File: src/rtl/code_loader_pkg.sv
// Shared types and constants for the boot code loader.
package code_loader_pkg;

  localparam int LEN_BYTES  = 4;
  localparam int WORD_BYTES = 4;

  typedef enum logic [2:0] {
    IDLE  = 3'd0,
    LEN   = 3'd1,
    DATA  = 3'd2,
    WRITE = 3'd3,
    RESP  = 3'd4,
    DONE  = 3'd5,
    ERROR = 3'd6
  } state_t;

  // Byte address of code word idx; 32-bit wrap-around is intentional.
  function automatic logic [31:0] word_addr(input logic [31:0] base, input logic [31:0] idx);
    return base + {idx[29:0], 2'b00};
  endfunction

endpackage

File: src/rtl/ibex_data_bus.sv
// Simple request/grant data bus used to write the code RAM.
interface ibex_data_bus;
  logic        req;
  logic        gnt;
  logic        rvalid;
  logic        err;
  logic        we;
  logic [3:0]  be;
  logic [31:0] addr;
  logic [31:0] wdata;

  modport master (output req, we, be, addr, wdata, input gnt, rvalid, err);
  modport slave  (input req, we, be, addr, wdata, output gnt, rvalid, err);
endinterface

File: src/rtl/code_loader_word_assembler.sv
// Packs a byte stream little-endian into 32-bit words (first byte -> [7:0]).
module word_assembler
  import code_loader_pkg::*;
(
  input  logic        clk,
  input  logic        rst_n,
  input  logic        clr,
  input  logic        byte_valid,
  input  logic [7:0]  byte_data,
  output logic [31:0] word,
  output logic [31:0] word_next,
  output logic        word_valid
);

  logic [1:0] byte_cnt;

  // Next value shifts the new byte in at the top so the first byte ends at [7:0].
  assign word_next  = {byte_data, word[31:8]};
  assign word_valid = byte_valid && (byte_cnt == 2'(WORD_BYTES - 1));

  // Shift register and wrapping 2-bit byte counter.
  always_ff @(posedge clk or negedge rst_n) begin
    if (!rst_n) begin
      word     <= '0;
      byte_cnt <= '0;
    end else if (clr) begin
      word     <= '0;
      byte_cnt <= '0;
    end else if (byte_valid) begin
      word     <= word_next;
      byte_cnt <= byte_cnt + 2'd1;
    end
  end

endmodule

File: src/rtl/code_loader.sv
// Streams a length-prefixed code image from a byte source into code RAM,
// then releases the core for fetch.
//
// state | meaning
// IDLE  | after reset, waiting for start
// LEN   | collecting the 4-byte little-endian word count
// DATA  | collecting the 4 bytes of the next code word
// WRITE | bus request held until granted
// RESP  | waiting for the write response
// DONE  | image written, fetch enabled
// ERROR | length out of range or bus error, core stays halted
module code_loader
  import code_loader_pkg::*;
#(
  parameter logic [31:0] BASE_ADDR = 32'h0000_0000,
  parameter int unsigned MAX_WORDS = 4096
) (
  input  logic                 clk,
  input  logic                 rst_n,
  input  logic                 start,
  input  logic                 rx_valid,
  input  logic [7:0]           rx_data,
  output logic                 rx_ready,
  ibex_data_bus.master         data_bus,
  output logic                 busy,
  output logic                 done,
  output logic                 error,
  output logic                 fetch_enable
);

  state_t      state_q;
  logic [31:0] len_q;
  logic [31:0] idx_q;
  logic        start_ok;
  logic        byte_fire;
  logic [31:0] asm_word;
  logic [31:0] asm_word_next;
  logic        asm_word_valid;

  assign start_ok  = start && (state_q == IDLE || state_q == DONE || state_q == ERROR);
  assign rx_ready  = (state_q == LEN) || (state_q == DATA);
  assign byte_fire = rx_valid && rx_ready;

  word_assembler u_asm (
    .clk        (clk),
    .rst_n      (rst_n),
    .clr        (start_ok),
    .byte_valid (byte_fire),
    .byte_data  (rx_data),
    .word       (asm_word),
    .word_next  (asm_word_next),
    .word_valid (asm_word_valid)
  );

  // Load sequencing: length header, then per-word collect / write / response.
  always_ff @(posedge clk or negedge rst_n) begin
    if (!rst_n) begin
      state_q <= IDLE;
      len_q   <= '0;
      idx_q   <= '0;
    end else begin
      case (state_q)
        IDLE, DONE, ERROR: begin
          if (start_ok) begin
            state_q <= LEN;
            len_q   <= '0;
            idx_q   <= '0;
          end
        end
        LEN: begin
          if (asm_word_valid) begin
            len_q <= asm_word_next;
            if (asm_word_next == 32'd0)                 state_q <= DONE;
            else if (asm_word_next > 32'(MAX_WORDS))    state_q <= ERROR;
            else                                        state_q <= DATA;
          end
        end
        DATA: begin
          if (asm_word_valid) state_q <= WRITE;
        end
        WRITE: begin
          if (data_bus.gnt) state_q <= RESP;
        end
        RESP: begin
          if (data_bus.rvalid) begin
            if (data_bus.err) begin
              state_q <= ERROR;
            end else begin
              idx_q <= idx_q + 32'd1;
              if (idx_q + 32'd1 == len_q) state_q <= DONE;
              else                        state_q <= DATA;
            end
          end
        end
        default: state_q <= IDLE;
      endcase
    end
  end

  // Bus outputs are only non-zero while a write is being offered.
  always_comb begin
    data_bus.req   = 1'b0;
    data_bus.we    = 1'b0;
    data_bus.be    = 4'h0;
    data_bus.addr  = 32'h0;
    data_bus.wdata = 32'h0;
    if (state_q == WRITE) begin
      data_bus.req   = 1'b1;
      data_bus.we    = 1'b1;
      data_bus.be    = 4'hF;
      data_bus.addr  = word_addr(BASE_ADDR, idx_q);
      data_bus.wdata = asm_word;
    end
  end

  // Status decode.
  always_comb begin
    busy         = (state_q == LEN) || (state_q == DATA) || (state_q == WRITE) || (state_q == RESP);
    done         = (state_q == DONE);
    error        = (state_q == ERROR);
    fetch_enable = done;
  end

endmodule
File: src/flat_wrapper.sv
// flat-port wrapper written by rule: the top's interface ports become plain ports
module code_loader_flat import code_loader_pkg::*;
#(
  parameter logic [31:0] BASE_ADDR = 32'h0000_0000,
  parameter int unsigned MAX_WORDS = 4096
)
  (clk, rst_n, start, rx_valid, rx_data, rx_ready, busy, done, error, fetch_enable, data_bus_req, data_bus_we, data_bus_be, data_bus_addr, data_bus_wdata, data_bus_gnt, data_bus_rvalid, data_bus_err);
  ibex_data_bus data_bus_i ();
  input  logic clk;
  input  logic rst_n;
  input  logic start;
  input  logic rx_valid;
  input  logic [7:0] rx_data;
  output logic rx_ready;
  output logic busy;
  output logic done;
  output logic error;
  output logic fetch_enable;
  output wire logic [$bits(data_bus_i.req)-1:0] data_bus_req;
  output wire logic [$bits(data_bus_i.we)-1:0] data_bus_we;
  output wire logic [$bits(data_bus_i.be)-1:0] data_bus_be;
  output wire logic [$bits(data_bus_i.addr)-1:0] data_bus_addr;
  output wire logic [$bits(data_bus_i.wdata)-1:0] data_bus_wdata;
  input wire logic [$bits(data_bus_i.gnt)-1:0] data_bus_gnt;
  input wire logic [$bits(data_bus_i.rvalid)-1:0] data_bus_rvalid;
  input wire logic [$bits(data_bus_i.err)-1:0] data_bus_err;
  assign data_bus_req = data_bus_i.req;
  assign data_bus_we = data_bus_i.we;
  assign data_bus_be = data_bus_i.be;
  assign data_bus_addr = data_bus_i.addr;
  assign data_bus_wdata = data_bus_i.wdata;
  assign data_bus_i.gnt = data_bus_gnt;
  assign data_bus_i.rvalid = data_bus_rvalid;
  assign data_bus_i.err = data_bus_err;
  code_loader #(.BASE_ADDR(BASE_ADDR), .MAX_WORDS(MAX_WORDS)) u_core (.clk(clk), .rst_n(rst_n), .start(start), .rx_valid(rx_valid), .rx_data(rx_data), .rx_ready(rx_ready), .data_bus(data_bus_i), .busy(busy), .done(done), .error(error), .fetch_enable(fetch_enable));
endmodule
File: config.mk
export PLATFORM = sky130hd
export DESIGN_NAME = code_loader_flat
export DESIGN_NICKNAME = d
export VERILOG_FILES = /design/src/rtl/code_loader_pkg.sv /design/src/rtl/ibex_data_bus.sv /design/src/rtl/code_loader_word_assembler.sv /design/src/rtl/code_loader.sv /design/src/flat_wrapper.sv
export SDC_FILE = /design/constraint.sdc
export NUM_CORES = 1
export LEC_CHECK = 0
export CORE_ASPECT_RATIO = 2
export CORE_MARGIN = 2
export CORE_UTILIZATION = 56
export DETAILED_ROUTE_END_ITERATION = 6
export PLACE_DENSITY = 0.82
export SLEW_MARGIN = 10
export SYNTH_ARGS = -nofsm -noshare
export SYNTH_HDL_FRONTEND = slang
export SYNTH_SLANG_ARGS = --single-unit
File: constraint.sdc
create_clock -name clk -period 3.4 [get_ports clk]
set_clock_uncertainty 0.15 [all_clocks]
set_input_delay 0.51 -clock clk [delete_from_list [all_inputs] [get_ports clk]]
set_output_delay 0.51 -clock clk [all_outputs]
set_load 0.01 [all_outputs]
==> reports/qor.yml, run 1 <==
status: "completed"
cts_inserted_buffers: 9
yosys-top-cells-count: "115 x nand2_1, 101 x dfrtp_1, 68 x and2_1"
grt_max_degree: 54
power.leakage_nw: 3.20
io_buffers: 87
cts.sinks: 101
critPathLaunchType: "flip-flop"
max_freq_mhz: 316
ant_nets: 0
yosys_register_bits: 101
peakVddDrop_mv: 0.735
clkSlewWorstSetupHoldPaths_ps: 80
worstPathArrival_ps: 2500
fin_setup_tns_ps: 0
layout.nets: 821
vias: 5992
rr_endpoint: "u_core.state_q[1]"
worstSkewPairLatency_ps: 350
total_power_w: 0.00383
whs_ps: 52.9
viasPerCell: 6.30
slew_violations: 0
post_drt_wl_per_cell_um: 20.6
timing.rr.start: "u_core.idx_q[2]"
slew_headroom: 0.295
synth-seq-area-share: 0.396
io_pins: 90
place_area_mm2: 0.00729
path_cells: "nand2b_1 > nor2_4 > buf_4 > and2_1 > clkdlybuf4s50_1"
cts_tree: "built"
cp_max_fo: 34
routed.top_layer: "met4"
fin_crit_ps: 3160
hold_class: "input pin to asynchronous set/reset pin"
critPathKind: "flip-flop to output port"
avgSynthCellArea_um2: 8.49
yosysMostFrequentCell: "nand2_1"
synth_top_area_frac: 0.396
htree_levels: 3
drive_gt1_frac: 0.0779
synth_edf_count: 0
dr_wl_met2_um: 10300
rsz0062_at_grt: "no"
syn_to_final_growth_pct: 19.3
final_area_mm2: 0.00761
diodes: 0
setup_viol: 0
wl_um: 19600
timing.final.crit_share: 0.930
cts-root-buf: "clkbuf_16"
synthCells: 751
syn_area_mm2: 0.00638
yosys_warnings: 0
route.met3.wl_um: 849
first_pass_iters: 5
grt-ovfl-total: 0
rows: 55
synthFlopType: "dfrtp_1"
crit_slowest_cell: "dfrtp_1"
cts_max_path_buffers: 2
synth_top_area_cell: "dfrtp_1"
drtIter0Drc: 454
antenna_found_initial: 0
grt_pass1_wl_um: 30800
crit_path_end_kind: "output port"
die_y_um: 155
first_global_vias: 5751
die-area_mm2: 0.0123
worst_slew_pin_slew_ps: 1050
p_per_area_mw_per_mm2: 504
synthDistinctLibCells: 70
grt.total_usage: 0.327
core_area_mm2: 0.0112
drc_errors: 0
maxCapViolCount: 0
async_flop_share: 1.00
finalHoldViolations: 0
cpPeakStageDelay_ps: 540
critPathRequiredTime_ps: 2740
dp_hpwl_um: 14400
worst-r2r-setup-slack_ps: 240
rr_worst_depth: 8
place_congestion: 1.02
wl_met1_um: 7320
start_util: 0.569
die_w_um: 79.5
yosys-top-cells-area: "dfrtp_1 40%, nand2_1 6.8%, and2_1 6.7%"
-- layer usage --
| layer | vias up | GRT usage |
|---|---|---|
| met5 | - | 0 |
| met4 | 0 | 0.185 |
| met3 | 68 | 0.0394 |
| met1 | 2895 | 0.384 |
| li1 | 2763 | - |
| met2 | 266 | 0.565 |
-- placed cells by master (no fill, tap or decap), types with 13 or more instances in the layout --
master,count
a21oi_1,46
a22o_1,32
and2_1,68
buf_4,20
clkdlybuf4s50_1,86
dfrtp_1,101
nand2_1,115
nand3_1,15
nand4_1,16
nor2_1,41
nor4_1,14
o21ai_0,50
o31ai_1,13
xnor2_1,28
xor2_1,21
-- stage by stage --
stage / utilization / worst slack, ps / instances
2_1_floorplan: - / 751 / 752
3_3_place_gp: 0.650 / 251 / 935
3_5_place_dp: 0.650 / 176 / 935
4_1_cts: 0.677 / 171 / 951
5_1_grt: 0.678 / 86.8 / 951
6_report: 0.678 / 239 / 951
-- worst max-delay path by stage --
stage	start	to	slack (ps)	depth (start not counted)
6_report	u_core.state_q[2]	data_bus_addr[2]	240	5
5_1_grt	u_core.idx_q[0]	u_core.state_q[1]	90	9
4_1_cts	u_core.idx_q[0]	u_core.state_q[1]	170	9
3_5_place_dp	u_core.idx_q[0]	u_core.state_q[1]	180	9
3_3_place_gp	u_core.idx_q[19]	u_core.state_q[1]	250	8
2_1_floorplan	u_core.idx_q[1]	u_core.state_q[1]	750	10
-- where the power goes --
group          internal, W  switching (W)  total [W]
registers          0.00133       0.000226    0.00156
clock network     0.000520       0.000502    0.00102
logic             0.000450       0.000804    0.00125
total              0.00230        0.00153    0.00383
-- repair_timing --
action                                  4_1_cts  5_1_grt
setup buffers                                 0        0
endpoints found under the setup margin        0        3
hold buffers                                  0        0
resized for setup                             0        3
-- worst max-delay path, delay by kind of cell, from the launching register on --
kind | cells | cell delay [ps]
simple gates | 3 | 760
flops | 1 | 540
buf+inv | 2 | 840
-- cell families (layout without fill, tap and decap cells) --
| kind of cell | Yosys count | after routing | synth area share |
|---|---|---|---|
| AO/OA/AOI/OAI | 182 | 182 | 0.185 |
| XOR/XNOR | 49 | 49 | 0.0673 |
| adder cells (fa/ha/maj) | 2 | 2 | 0.00392 |
| buffers and inverters | 70 | 127 | 0.0520 |
| flip-flops | 101 | 101 | 0.396 |
| multiplexers | 4 | 4 | 0.00647 |
| other | 1 | 2 | 0.000588 |
| AND/OR/NAND/NOR | 342 | 342 | 0.289 |
-- flip-flops by register name, summed over array words and instances, names as in the netlist --
signal	cells
u_core.state_q	3
u_core.len_q	32
u_core.u_asm.word	32
u_core.u_asm.byte_cnt	2
u_core.idx_q	32
-- area by class of cell --
type,count,area (um^2)
fillers,916,3610
multi-input cells,581,3550
flip-flops and latches,101,2530
repair buffers,107,1030
clock buffers,9,225
well taps,142,178
clock inverters,7,75.1
inverters,4,15.0
No activity file was read; power rests on OpenSTA's default activity.
==> run 2, diff against run 1 <==
Settings changed: ABC_AREA set to 1, CORE_MARGIN 2 to not set, PLACE_DENSITY 0.82 to 0.81.
==> reports/qor.yml, run 2 <==
first_global_vias: 7068  # +23%
fin_setup_tns_ps: 0  # unchanged
place_congestion: 0.978  # -3.7%
cts_inserted_buffers: 9  # unchanged
maxCapViolCount: 0  # unchanged
ant_nets: 0  # unchanged
synth_top_area_frac: 0.388  # -0.00800
synthFlopType: "dfrtp_1"
slew_headroom: 0.602  # +0.306
cts_max_path_buffers: 2  # unchanged
crit_slowest_cell: "clkdlybuf4s50_1"
diodes: 0  # unchanged
hold_class: "input pin to asynchronous set/reset pin"
worst_slew_pin_slew_ps: 598  # -457 ps
rsz0062_at_grt: "no"
cts-root-buf: "clkbuf_16"
layout_commonest_cell: "nand2_1"
die_w_um: 78.2  # -1.5%
synth-seq-area-share: 0.388  # -0.00800
wl_um: 22100  # +13%
n_fill_cell: 983  # +7.3%
synth_edf_count: 0  # unchanged
power.leakage_nw: 3.63  # +13%
drc_errors: 0  # unchanged
register_area_mm2: 0.00253  # unchanged
setup_viol: 0  # unchanged
cts.sinks: 101  # unchanged
avgSynthCellArea_um2: 6.68  # -21%
grt_pass1_wl_um: 34400  # +12%
place_ws_ps: 574  # +398 ps
cpPeakStageDelay_ps: 510  # -30 ps
vias: 7214  # +20%
die_y_um: 154  # -0.29%
timing.final.crit_share: 0.947  # +0.0169
synthCells: 974  # +30%
yosys-top-cells-area: "dfrtp_1 39%, nand2_1 13%, nand3_1 12%"
async_flop_share: 1.00  # unchanged
viasPerCell: 6.03  # -4.3%
p_per_area_mw_per_mm2: 675  # +34%
max_freq_mhz: 311  # -1.8%
yosys_register_bits: 101  # unchanged
worstSkewPairLatency_ps: 360  # about the same
syn_area_mm2: 0.00651  # +2.1%
reg_top3: "u_core.idx_q (32), u_core.len_q (32), u_core.u_asm.word (32)"
status: "completed"
post_cts_buffers: 0  # unchanged
first_pass_iters: 6  # +1
worst_path_most_repeated_cell: "nor2_1"
dp_hpwl_um: 16300  # +13%
core_area_mm2: 0.0113  # +0.61%
cts_tree: "built"
grt-ovfl-total: 0  # unchanged
htree_levels: 3  # unchanged
rows: 55  # unchanged
setup_slack_ps: 182  # -57.3 ps
hold_buffers: 0  # unchanged
fin_crit_ps: 3220  # +57.3 ps
layout_common_cells: "232 x nand2_1, 150 x nand3_1, 146 x nor2_1"
io_pins: 90  # unchanged
worstPathArrival_ps: 2560  # +60 ps
die-area_mm2: 0.0121  # -1.8%
layout.nets: 1067  # +30%
path_buf_inv: 6  # +4
peakVddDrop_mv: 0.807  # +9.8%
path_cells: "inv_1 > nor2_1 > inv_1 > nor2_1 > buf_4 > inv_2 > buf_4 > nor2_1 > clkdlybuf4s50_1"
critPathKind: "flip-flop to output port"
clkSlewWorstSetupHoldPaths_ps: 80  # about the same
crit_family: "buffers and inverters"
yosysMostFrequentCell: "nand2_1"
grt_max_degree: 102  # +89%
antenna_found_initial: 0  # unchanged
post_drt_wl_per_cell_um: 18.5  # -10%
cp_max_fo: 47  # +38%
yosys-top-cells-count: "232 x nand2_1, 150 x nand3_1, 147 x nor2_1"
yosys_warnings: 0  # unchanged
synth_top_area_cell: "dfrtp_1"
cts_resized: 0  # unchanged
synthDistinctLibCells: 29  # -59%
slew_violations: 0  # unchanged
finalHoldViolations: 0  # unchanged
io_buffers: 87  # unchanged
start_util: 0.577  # +0.00817
drtIter0Drc: 658  # +45%
syn_to_final_growth_pct: 19.6
grt.total_usage: 0.379  # +0.0522
critPathRequiredTime_ps: 2740  # about the same
drive_gt1_frac: 0.0483  # -0.0295
critPathLaunchType: "flip-flop"
crit_path_end_kind: "output port"
multi_input_area_mm2: 0.00329  # -7.3%
[run 2: final cells by class]
cell class | count | share of cell area
multi-input cells | 698 | 0.423
clock buffers | 11 | 0.0299
inverters | 144 | 0.0694
clock inverters | 5 | 0.00852
well taps | 142 | 0.0228
flip-flops and latches | 101 | 0.325
repair buffers | 96 | 0.122
[run 2: path summary, 6_finish.rpt]
kind	cells after the start	startpoint	endpoint	slack, ps
min in group clk	2	u_core.u_asm.byte_cnt[1]	u_core.u_asm.byte_cnt[1]	360
hold / removal	2	rst_n	u_core.len_q[6]	20
setup reg to reg	15	u_core.idx_q[0]	u_core.state_q[0]	550
max in group asynchronous	2	rst_n	u_core.len_q[23]	2580
hold reg to reg	2	u_core.u_asm.byte_cnt[1]	u_core.u_asm.byte_cnt[1]	360
setup / recovery	9	u_core.state_q[0]	data_bus_wdata[30]	180
[run 2: routing by layer]
metal / GRT usage / wire length [um] / vias to the layer above
li1: - / - / 3332
met4: 0.323 / 2020 / 0
met1: 0.371 / 7340 / 3362
met5: 0 / 0 / -
met2: 0.667 / 11200 / 386
met3: 0.0737 / 1580 / 134
[run 2: power by group]
| part | switching, W | total, W | internal, W |
|---|---|---|---|
| sequential | 0.000183 | 0.00167 | 0.00148 |
| clock | 0.000481 | 0.00106 | 0.000581 |
| combinational | 0.00173 | 0.00253 | 0.000803 |
[run 2: kinds of logic after synthesis]
family | synth area share
AOI/OAI and AO/OA | 0.0967
xor gates and xnor gates | 0.00404
adders and majority gates | 0.00384
buffers and inverters | 0.107
DFF | 0.388
other | 0.000576
and+or+nand+nor | 0.399
[run 2: through the flow]
stage / hold slack, ps / util / cell area [um^2] / cells / total power (W)
after floorplan: 64.4 / - / 6510 / 975 / 0.00330
after global placement: 342 / 0.664 / 7490 / 1181 / 0.00409
after detailed placement: 351 / 0.664 / 7490 / 1181 / 0.00413
after CTS: 89.2 / 0.690 / 7790 / 1197 / 0.00519
after global routing: 107 / 0.690 / 7790 / 1197 / 0.00555
final: 23.0 / 0.690 / 7790 / 1197 / 0.00526
==> run 3, diff against run 2 <==
Settings changed: CORE_UTILIZATION 56 to 55, PLACE_DENSITY 0.81 to 0.8.
==> reports/qor.yml, run 3 (same netlist as run 2, synthesis figures left out) <==
crit_family: "buffers and inverters"
rr_worst_depth: 17  # +2
worstSkewPairLatency_ps: 350  # about the same
p_clk_frac: 0.201  # about the same
slew_headroom: 0.528  # -0.0737
cp_max_fo: 30  # -36%
core_area_mm2: 0.0114  # +1.2%
cts_tree: "built"
cpPeakStageDelay_ps: 550  # +40 ps
io_pins: 90  # unchanged
grt.total_usage: 0.391  # +0.0118
timing.final.crit_share: 0.929  # -0.0178
whs_ps: 33.7  # +10.7 ps
setup_viol: 0  # unchanged
fin_setup_tns_ps: 0  # unchanged
hold_class: "input pin to asynchronous set/reset pin"
io_buffers: 87  # unchanged
grt_max_degree: 54  # -47%
crit_slowest_cell: "clkdlybuf4s50_1"
cts_max_path_buffers: 2  # unchanged
grt-ovfl-total: 0  # unchanged
post_drt_wl_per_cell_um: 19.0  # +2.6%
p_seq_frac: 0.314  # -0.003
critPathLaunchType: "flip-flop"
die-area_mm2: 0.0123  # +1.8%
netSwitchingPower_w: 0.00244  # +1.8%
layout.nets: 1072  # +0.47%
drive_gt1_frac: 0.0529  # +0.00459
worst_path_most_repeated_cell: "nor2_1"
post_cts_buffers: 0  # unchanged
cts.sinks: 101  # unchanged
status: "finished with violations"
path_cells: "inv_1 > nor2_1 > inv_1 > nor2_1 > buf_4 > inv_2 > buf_4 > nor2_1 > clkdlybuf4s50_1"
first_global_vias: 7083  # +0.21%
failed_checks: "design-rule violations"
critPathKind: "flip-flop to output port"
worst_slew_pin_slew_ps: 708  # +111 ps
rr_endpoint: "u_core.state_q[1]"
rows: 55  # unchanged
fin_crit_ps: 3160  # -60.4 ps
crit_path_end_kind: "output port"
swShare: 0.457  # +0.00192
critPathRequiredTime_ps: 2740  # about the same
viasPerCell: 5.95  # -1.2%
place_congestion: 1.00  # +2.3%
grt_pass1_wl_um: 35800  # +4.0%
layout_commonest_cell: "nand2_1"
clkSlewWorstSetupHoldPaths_ps: 70  # about the same
peakVddDrop_mv: 0.900  # +11%
max_freq_mhz: 317  # +1.9%
path_buf_inv: 6  # unchanged
start_util: 0.570  # -0.00695
layout_common_cells: "232 x nand2_1, 150 x nand3_1, 146 x nor2_1"
reg_top3: "u_core.idx_q (32), u_core.len_q (32), u_core.u_asm.word (32)"
cts_inserted_buffers: 9  # unchanged
syn_to_final_growth_pct: 20.0
p_per_area_mw_per_mm2: 683  # +1.1%
timing.rr.start: "u_core.idx_q[0]"
p_int_w: 0.00290  # +1.1%
worst-r2r-setup-slack_ps: 520  # -30 ps
wl_um: 22700  # +2.8%
drtIter0Drc: 548  # -17%
cts_resized: 0  # unchanged
slew_violations: 0  # unchanged
power.leakage_nw: 3.65  # +0.58%
worstPathArrival_ps: 2500  # -60 ps
dp_hpwl_um: 17100  # +4.5%
die_y_um: 156  # +0.89%
finalHoldViolations: 0  # unchanged
share_comb_of_total_power: 0.485  # +0.004
antenna_found_initial: 0  # unchanged
drc_errors: 1  # +1
maxCapViolCount: 0  # unchanged
ant_nets: 0  # unchanged
die_w_um: 78.9  # +0.88%
hold_buffers: 0  # unchanged
diodes: 0  # unchanged
vias: 7143  # -0.98%
rsz0062_at_grt: "no"
cts-root-buf: "clkbuf_16"
n_fill_cell: 1048  # +6.6%
first_pass_iters: 7  # +1
htree_levels: 3  # unchanged
==> run 3: per-stage QoR <==
stage	power, W	instance area, um^2	util	std cells	setup WS (ps)
final	0.00533	7810	0.684	1200	242
after global routing	0.00563	7810	0.684	1200	36.0
after CTS	0.00523	7810	0.684	1200	228
after detailed placement	0.00416	7510	0.658	1186	605
after global placement	0.00414	7510	0.658	1186	634
after floorplan	0.00330	6510	-	975	1180
==> run 3: worst reg2reg max path: stages (launching register included) <==
cell and delay, ps:
dfrtp_1 470, ha_1 240, nand2_2 130, nor2_8 190
nand2_4 110, nor2_8 210, nand2_1 110, nand2_1 110
nand2_2 70, nor2_1 390, nor2_1 160, nand3_1 100
nor2_1 60, nand4_1 90, nand2_1 60, nand2_1 50
nand2_1 50, nand2_1 80
==> run 3: worst max path at each step <==
stage	startpoint	cells past startpoint	end	slack (ps)
3_3_place_gp	u_core.state_q[0]	9	data_bus_wdata[18]	630
5_1_grt	u_core.state_q[0]	9	data_bus_wdata[16]	40
4_1_cts	u_core.state_q[0]	9	data_bus_wdata[16]	230
6_report	u_core.state_q[0]	9	data_bus_addr[7]	240
2_1_floorplan	u_core.idx_q[0]	16	u_core.state_q[1]	1180
3_5_place_dp	u_core.idx_q[0]	19	u_core.state_q[2]	610
==> run 3: cell type report <==
type	instances	area, um^2	share of cell area
Timing Repair Buffer	101	973	0.125
Sequential cell	101	2530	0.324
Clock inverter	3	46.3	0.00593
Clock buffer	11	253	0.0324
Tap cell	142	178	0.0227
Multi-Input combinational cell	698	3290	0.422
Inverter	144	541	0.0692
==> run 3: metal layers <==
layer	GRT usage	routed length, um	vias up
met5	0	0	-
met4	0.326	2000	0
met3	0.0819	1660	125
met2	0.665	11400	366
met1	0.402	7670	3319
li1	-	-	3333
==> run 3: power groups by stage <==
stage                     Combinational, W  Sequential, W  Clock [W]
final                              0.00259        0.00168    0.00107
after global routing               0.00280        0.00170    0.00113
after CTS                          0.00250        0.00167    0.00106
after detailed placement           0.00248        0.00169          0
after global placement             0.00246        0.00168          0
after floorplan                    0.00167        0.00163          0
